<file path="config.mk">
export PLATFORM = sky130hd
export DESIGN_NAME = key_conditioner_flat
export DESIGN_NICKNAME = d
export VERILOG_FILES = /design/src/rtl/key_conditioner_if.sv /design/src/rtl/key_conditioner.sv /design/src/flat_wrapper.sv
export SDC_FILE = /design/constraint.sdc
export NUM_CORES = 1
export LEC_CHECK = 0
export BUFFER_PORTS_ARGS = -buffer_cell sky130_fd_sc_hd__buf_2
export CAP_MARGIN = 5
export CORE_MARGIN = 2
export CORE_UTILIZATION = 55
export CTS_CLUSTER_DIAMETER = 150
export DETAILED_ROUTE_END_ITERATION = 8
export PLACE_DENSITY = 0.73
export SETUP_SLACK_MARGIN = 0.5
export SLEW_MARGIN = 20
export SYNTH_ARGS = -nofsm -noshare
export SYNTH_HDL_FRONTEND = slang
export SYNTH_SLANG_ARGS = --single-unit
</file>
<file path="constraint.sdc">
create_clock -name IO_Clock -period 3.2 [get_ports IO_Clock]
set_input_delay 0.64 -clock IO_Clock [delete_from_list [all_inputs] [get_ports IO_Clock]]
set_output_delay 0.64 -clock IO_Clock [all_outputs]
set_load 0.05 [all_outputs]
</file>
<file path="src/rtl/key_conditioner_if.sv">
`default_nettype none
// ============================================================================
// Module      : key_conditioner_if
// Description : Key bus between the board key pins and the IO key peripheral.
//               Carries the raw pin levels in, and the debounced level plus
//               press/release/repeat event pulses out.
// Revision    : 1.0 - initial release
// ============================================================================
interface key_conditioner_if #(
    parameter int NUM_KEYS = 4
);
    logic [NUM_KEYS-1:0] Raw_Keys;
    logic [NUM_KEYS-1:0] Keys;
    logic [NUM_KEYS-1:0] Key_Held;
    logic [NUM_KEYS-1:0] Key_Pressed;
    logic [NUM_KEYS-1:0] Key_Released;
    logic [NUM_KEYS-1:0] Key_Repeat;

    // Pin side: supplies raw levels, observes conditioned results
    modport master (
        output Raw_Keys,
        input  Keys, Key_Held, Key_Pressed, Key_Released, Key_Repeat
    );

    // Conditioner side
    modport slave (
        input  Raw_Keys,
        output Keys, Key_Held, Key_Pressed, Key_Released, Key_Repeat
    );
endinterface
`default_nettype wire

</file>
<file path="src/rtl/key_conditioner.sv">
`default_nettype none
// ============================================================================
// Module      : key_conditioner
// Description : Per-key two-flop synchronizer, shared tick prescaler and
//               debounce/auto-repeat FSM. Presents clean key levels with the
//               raw pin polarity plus single-cycle press/release/repeat pulses.
// Revision    : 1.0 - initial release
// ============================================================================
module key_conditioner #(
    parameter int NUM_KEYS            = 4,
    parameter bit KEY_ACTIVE_LOW      = 1'b1,
    parameter int TICK_CYCLES         = 50000,
    parameter int DEBOUNCE_TICKS      = 10,
    parameter int REPEAT_DELAY_TICKS  = 500,
    parameter int REPEAT_PERIOD_TICKS = 100
) (
    input  logic             IO_Clock,
    input  logic             IO_Reset,
    key_conditioner_if.slave keyBus
);

    localparam int c_tickWidth = (TICK_CYCLES > 1) ? $clog2(TICK_CYCLES) : 1;
    localparam int c_dcWidth   = $clog2(DEBOUNCE_TICKS + 1);
    localparam int c_rcMax     = (REPEAT_DELAY_TICKS > REPEAT_PERIOD_TICKS) ?
                                 REPEAT_DELAY_TICKS : REPEAT_PERIOD_TICKS;
    localparam int c_rcWidth   = $clog2(c_rcMax + 1);

    localparam logic [c_tickWidth-1:0] c_tickLast   = c_tickWidth'(TICK_CYCLES - 1);
    localparam logic [c_dcWidth-1:0]   c_dcLast     = c_dcWidth'(DEBOUNCE_TICKS - 1);
    localparam logic [c_rcWidth-1:0]   c_delayLast  = c_rcWidth'(REPEAT_DELAY_TICKS - 1);
    localparam logic [c_rcWidth-1:0]   c_periodLast = c_rcWidth'(REPEAT_PERIOD_TICKS - 1);
    localparam bit                     c_repeatEn   = (REPEAT_DELAY_TICKS != 0);
    localparam logic [NUM_KEYS-1:0]    c_released   = {NUM_KEYS{KEY_ACTIVE_LOW}};

    localparam logic [2:0] S_IDLE         = 3'd0;
    localparam logic [2:0] S_PRESS_WAIT   = 3'd1;
    localparam logic [2:0] S_HELD         = 3'd2;
    localparam logic [2:0] S_REPEAT       = 3'd3;
    localparam logic [2:0] S_RELEASE_WAIT = 3'd4;

    logic [NUM_KEYS-1:0]    r_sync1;
    logic [NUM_KEYS-1:0]    r_sync2;
    logic [c_tickWidth-1:0] r_tickCnt;
    logic [2:0]             r_state [NUM_KEYS];
    logic [c_dcWidth-1:0]   r_dc    [NUM_KEYS];
    logic [c_rcWidth-1:0]   r_rc    [NUM_KEYS];
    logic [NUM_KEYS-1:0]    r_fromRepeat;
    logic [NUM_KEYS-1:0]    r_held;
    logic [NUM_KEYS-1:0]    r_keys;
    logic [NUM_KEYS-1:0]    r_pressed;
    logic [NUM_KEYS-1:0]    r_released;
    logic [NUM_KEYS-1:0]    r_repeat;

    logic [NUM_KEYS-1:0]    w_p;
    logic                   w_tick;

    // Two-flop synchronizer; resets to the released pin level so no false press
    always_ff @(posedge IO_Clock) begin
        if (IO_Reset) begin
            r_sync1 <= c_released;
            r_sync2 <= c_released;
        end else begin
            r_sync1 <= keyBus.Raw_Keys;
            r_sync2 <= r_sync1;
        end
    end

    // p is 1 while the synchronized pin reads pressed, regardless of polarity
    assign w_p    = KEY_ACTIVE_LOW ? ~r_sync2 : r_sync2;
    assign w_tick = (r_tickCnt == c_tickLast);

    // Shared sample-tick prescaler, wraps after TICK_CYCLES cycles
    always_ff @(posedge IO_Clock) begin
        if (IO_Reset || w_tick) begin
            r_tickCnt <= '0;
        end else begin
            r_tickCnt <= r_tickCnt + 1'b1;
        end
    end

    // Per-key debounce/repeat FSM; levels and pulses registered together so
    // every pulse lines up with the level change it reports
    always_ff @(posedge IO_Clock) begin
        if (IO_Reset) begin
            for (int k = 0; k < NUM_KEYS; k++) begin
                r_state[k] <= S_IDLE;
                r_dc[k]    <= '0;
                r_rc[k]    <= '0;
            end
            r_fromRepeat <= '0;
            r_held       <= '0;
            r_keys       <= c_released;
            r_pressed    <= '0;
            r_released   <= '0;
            r_repeat     <= '0;
        end else begin
            r_pressed  <= '0;
            r_released <= '0;
            r_repeat   <= '0;
            for (int k = 0; k < NUM_KEYS; k++) begin
                case (r_state[k])
                    S_IDLE: begin
                        // The tick in the entry cycle is deliberately not counted
                        if (w_p[k]) begin
                            r_state[k] <= S_PRESS_WAIT;
                            r_dc[k]    <= '0;
                        end
                    end
                    S_PRESS_WAIT: begin
                        if (!w_p[k]) begin
                            r_state[k] <= S_IDLE;
                        end else if (w_tick) begin
                            if (r_dc[k] == c_dcLast) begin
                                r_state[k]   <= S_HELD;
                                r_rc[k]      <= '0;
                                r_pressed[k] <= 1'b1;
                                r_held[k]    <= 1'b1;
                                r_keys[k]    <= ~KEY_ACTIVE_LOW;
                            end else begin
                                r_dc[k] <= r_dc[k] + 1'b1;
                            end
                        end
                    end
                    S_HELD, S_REPEAT: begin
                        // Leaving for release-wait freezes rc so a short glitch
                        // does not disturb the repeat cadence
                        if (!w_p[k]) begin
                            r_state[k]      <= S_RELEASE_WAIT;
                            r_dc[k]         <= '0;
                            r_fromRepeat[k] <= (r_state[k] == S_REPEAT);
                        end else if (w_tick && c_repeatEn) begin
                            if (r_rc[k] == ((r_state[k] == S_REPEAT) ? c_periodLast : c_delayLast)) begin
                                r_state[k]  <= S_REPEAT;
                                r_rc[k]     <= '0;
                                r_repeat[k] <= 1'b1;
                            end else begin
                                r_rc[k] <= r_rc[k] + 1'b1;
                            end
                        end
                    end
                    S_RELEASE_WAIT: begin
                        if (w_p[k]) begin
                            r_state[k] <= r_fromRepeat[k] ? S_REPEAT : S_HELD;
                        end else if (w_tick) begin
                            if (r_dc[k] == c_dcLast) begin
                                r_state[k]    <= S_IDLE;
                                r_released[k] <= 1'b1;
                                r_held[k]     <= 1'b0;
                                r_keys[k]     <= KEY_ACTIVE_LOW;
                            end else begin
                                r_dc[k] <= r_dc[k] + 1'b1;
                            end
                        end
                    end
                    default: begin
                        r_state[k] <= S_IDLE;
                        r_dc[k]    <= '0;
                        r_rc[k]    <= '0;
                        r_held[k]  <= 1'b0;
                        r_keys[k]  <= KEY_ACTIVE_LOW;
                    end
                endcase
            end
        end
    end

    assign keyBus.Keys         = r_keys;
    assign keyBus.Key_Held     = r_held;
    assign keyBus.Key_Pressed  = r_pressed;
    assign keyBus.Key_Released = r_released;
    assign keyBus.Key_Repeat   = r_repeat;

endmodule
`default_nettype wire
</file>
<file path="src/flat_wrapper.sv">
// flat-port wrapper written by rule: the top's interface ports become plain ports
module key_conditioner_flat 
#(
    parameter int NUM_KEYS            = 4,
    parameter bit KEY_ACTIVE_LOW      = 1'b1,
    parameter int TICK_CYCLES         = 50000,
    parameter int DEBOUNCE_TICKS      = 10,
    parameter int REPEAT_DELAY_TICKS  = 500,
    parameter int REPEAT_PERIOD_TICKS = 100
)
  (IO_Clock, IO_Reset, keyBus_Raw_Keys, keyBus_Keys, keyBus_Key_Held, keyBus_Key_Pressed, keyBus_Key_Released, keyBus_Key_Repeat);
  key_conditioner_if #(.NUM_KEYS(NUM_KEYS)) keyBus_i ();
  input  logic IO_Clock;
  input  logic IO_Reset;
  input wire logic [$bits(keyBus_i.Raw_Keys)-1:0] keyBus_Raw_Keys;
  output wire logic [$bits(keyBus_i.Keys)-1:0] keyBus_Keys;
  output wire logic [$bits(keyBus_i.Key_Held)-1:0] keyBus_Key_Held;
  output wire logic [$bits(keyBus_i.Key_Pressed)-1:0] keyBus_Key_Pressed;
  output wire logic [$bits(keyBus_i.Key_Released)-1:0] keyBus_Key_Released;
  output wire logic [$bits(keyBus_i.Key_Repeat)-1:0] keyBus_Key_Repeat;
  assign keyBus_i.Raw_Keys = keyBus_Raw_Keys;
  assign keyBus_Keys = keyBus_i.Keys;
  assign keyBus_Key_Held = keyBus_i.Key_Held;
  assign keyBus_Key_Pressed = keyBus_i.Key_Pressed;
  assign keyBus_Key_Released = keyBus_i.Key_Released;
  assign keyBus_Key_Repeat = keyBus_i.Key_Repeat;
  key_conditioner #(.NUM_KEYS(NUM_KEYS), .KEY_ACTIVE_LOW(KEY_ACTIVE_LOW), .TICK_CYCLES(TICK_CYCLES), .DEBOUNCE_TICKS(DEBOUNCE_TICKS), .REPEAT_DELAY_TICKS(REPEAT_DELAY_TICKS), .REPEAT_PERIOD_TICKS(REPEAT_PERIOD_TICKS)) u_core (.IO_Clock(IO_Clock), .IO_Reset(IO_Reset), .keyBus(keyBus_i));
endmodule
</file>
==> metrics <==
Detail Placement HPWL=7.49 mm; Buf+Inv Stages, Crit Path=0; period utilization=0.790; post-route ant nets=0; die area=11100 um^2; Synth Register Bits=112; Power Density=515 nW/um^2; Post-route DRC=0; CTS HTree Levels=3; simple-gate share of the synthesized area=0.269; worst hold slack=0.413 ns; Finished Cell Area=6070 um^2; First DRT Iteration DRCs=217; Max stage delay on crit path=0.62 ns; Final Setup Violations=0; global-route wire length before repair=17.9 mm; Post-Synth Adder-Cell Area=0.0288; Avg WL per Cell=14.5 um; Tmin final=2.53 ns; Synth Area in XOR/XNOR=0.0790; Setup TNS=0 ns; Worst Clk Skew=0.0124 ns; multi-input logic area=2580 um^2; clock buffer depth=2; CTS clk-pin slew, worst paths=0.10 ns; vias in the first global route=3866; Leakage Power=2.27 nW; Placer Congestion=0.861; DRT Pass-1 Iters=5; Sequential Area=2880 um^2; multiplexer area fraction after synthesis=0.0142; critical path's slowest cell=or4b_2; hold depth=1; DR vias=4092; CP max FO=5; Vias/cell=5.61; ant diodes=0; final hold vios=0; Relative slew margins=0.490; layout cells sized above 1=0.132; clock latency on the worst-skew pair=0.37 ns; kind of critical path=flop to flop; wl on met1=5.17 mm; hold buffer count at cts=0; Worst EP arrival=2.61 ns; TritonCTS clock tree=done; NumNets Final=607; Fillers=838; most common cell after layout, fill and taps aside=nor2_1; clock sink count=112; critical path capture point type=flop; die width=105 um; Worst setup SP type=flop; Cell Count Post-Placement=713; post-CTS sizing=0; main flop type after synthesis=edfxtp_1; sequential area share after synthesis=0.510; Compound-Gate Fraction of Synth Area=0.0642; Core Region=10100 um^2; GR Overflow Total=0; WP data required=3.28 ns; Max Slew Vio Count=0; commonest cells after routing, fill and taps aside=nor2_1 (104), edfxtp_1 (64), dfxtp_1 (48), nand3_1 (44), nand2_1 (33); Mean Syn Cell Area=9.93 um^2; IO Pins=26; Hold Path Class=flop to flop; synth top area cells=edfxtp_1 (34%), dfxtp_1 (17%), nor2_1 (6.9%), xor2_1 (4.6%), nand3_1 (3.9%); fmax=0.395 GHz; critical path, cell by cell=ha_1 > or4b_2 > or4b_1 > or2_1 > nand3_1; highest routed layer=met4; largest net degree at the start of global routing=35; P&R area growth vs syn=7.37%; Port-buffer cells=25; Syn Nets=588; Register-to-Register Path Depth=5; Yosys Warn Count=0; Worst path depth=5; CTS Root Cell=clkbuf_8; RSZ-0062 raised after global routing=no; Cell Area, Placed=5850 um^2; Layout Cells excl Fill=729; Post-Syn Area=5650 um^2; dominant cell type by area after synthesis=edfxtp_1; EDFF count, synth=64; initial core utilization=0.557; largest family of logic cells by synthesized area=simple AND/OR/NAND/NOR gates; setup bufs post-CTS=0; Yosys top cell area share=0.340; initial antenna violation count=0; distinct cell type count after synthesis=66; row cnt=37; Global Route Usage Sum=0.198; total wire length=10.6 mm; max-capacitance violation count=0; critical path's top delay family=simple AND/OR/NAND/NOR gates; Worst Max-Slew Pin Slew=0.746 ns; wire length on met3=431 um; Die Y=105 um; outcome=finished clean; Synth Instances=569; Max IR drop VDD=0.253 mV; cts bufs inserted=9; ys async rst share=0; DR WL met2=4.82 mm
-- final cells by class --
| class | instances | share of cell area |
|---|---|---|
| flip-flops and latches | 112 | 0.475 |
| multi-input cells | 420 | 0.425 |
| repair buffers | 31 | 0.0280 |
| well taps | 136 | 0.0280 |
| clock buffers | 10 | 0.0210 |
| clock inverters | 6 | 0.0138 |
| inverters | 14 | 0.00866 |
-- final timing paths --
kind / start / slack, ns / endpoint
worst min-delay path: u_core.r_sync1[3]$_SDFF_PP1_ / 0.41 / u_core.r_sync2[3]$_SDFF_PP1_
worst max register to register: u_core.r_rc[2][0]$_SDFFCE_PP0P_ / 0.67 / u_core.r_state[2][2]$_SDFFCE_PP0P_
worst min register to register: u_core.r_sync1[3]$_SDFF_PP1_ / 0.41 / u_core.r_sync2[3]$_SDFF_PP1_
worst max-delay path: u_core.r_rc[2][0]$_SDFFCE_PP0P_ / 0.67 / u_core.r_state[2][2]$_SDFFCE_PP0P_
-- per-stage QoR --
stage / setup slack (ns) / util / total power, mW
2_1_floorplan: 0.729 / - / 2.14
3_3_place_gp: 0.654 / 0.577 / 2.23
3_5_place_dp: 0.563 / 0.577 / 2.24
4_1_cts: 0.551 / 0.598 / 3.14
5_1_grt: 0.556 / 0.599 / 3.27
6_report: 0.671 / 0.599 / 3.13
-- worst register-to-register path: stages, from the launching register on --
cell,delay (ns)
edfxtp_1,0.40
ha_1,0.27
or4b_2,0.62
or4b_1,0.56
or2_1,0.25
nand3_1,0.14
-- registers in the layout, indices dropped and copies added (netlist names) --
signal                      flops
u_core.r_rc                    36
u_core.r_dc                    16
u_core.r_tickCnt               16
u_core.r_state                 12
u_core.keyBus.Key_Held          4
u_core.keyBus.Key_Pressed       4
u_core.keyBus.Key_Released      4
u_core.keyBus.Key_Repeat        4
u_core.keyBus.Keys              4
u_core.r_fromRepeat             4
u_core.r_sync1                  4
u_core.r_sync2                  4
-- routing by layer --
layer	GRT usage	up-vias
met2	0.306	101
met4	0.0771	0
met1	0.273	1930
met5	0	-
li1	-	2043
met3	0.0414	18
-- synth_stat cells, types with 3 or more instances --
cell type and number:
nor2_1 104, edfxtp_1 64, dfxtp_1 48, nand3_1 44, nand2_1 33, xor2_1 30
xnor2_1 21, clkbuf_1 17, nor3_1 17, o21ai_0 15, a21oi_1 13, ha_1 13
inv_1 13, and3_1 12, or2_2 12, nor2_2 9, mux2i_1 8, nand4_1 8
nand2b_1 6, nand3b_1 6, nor2b_1 5, and3b_1 4, or3_1 4, a31oi_1 3
and4_1 3, nor3b_1 3, or4_1 3
-- power by group --
group          switching (mW)  internal, mW
registers               0.165          1.66
clock network           0.467         0.438
logic                   0.217         0.176
total                   0.849          2.28
-- cells by family after synthesis --
logic type / after synthesis
compound gates: 55
flops: 112
mux: 8
xor+xnor: 51
simple gates: 293
fa+ha+maj: 13
buf+inv: 37
(Power assumes the default switching activity.)
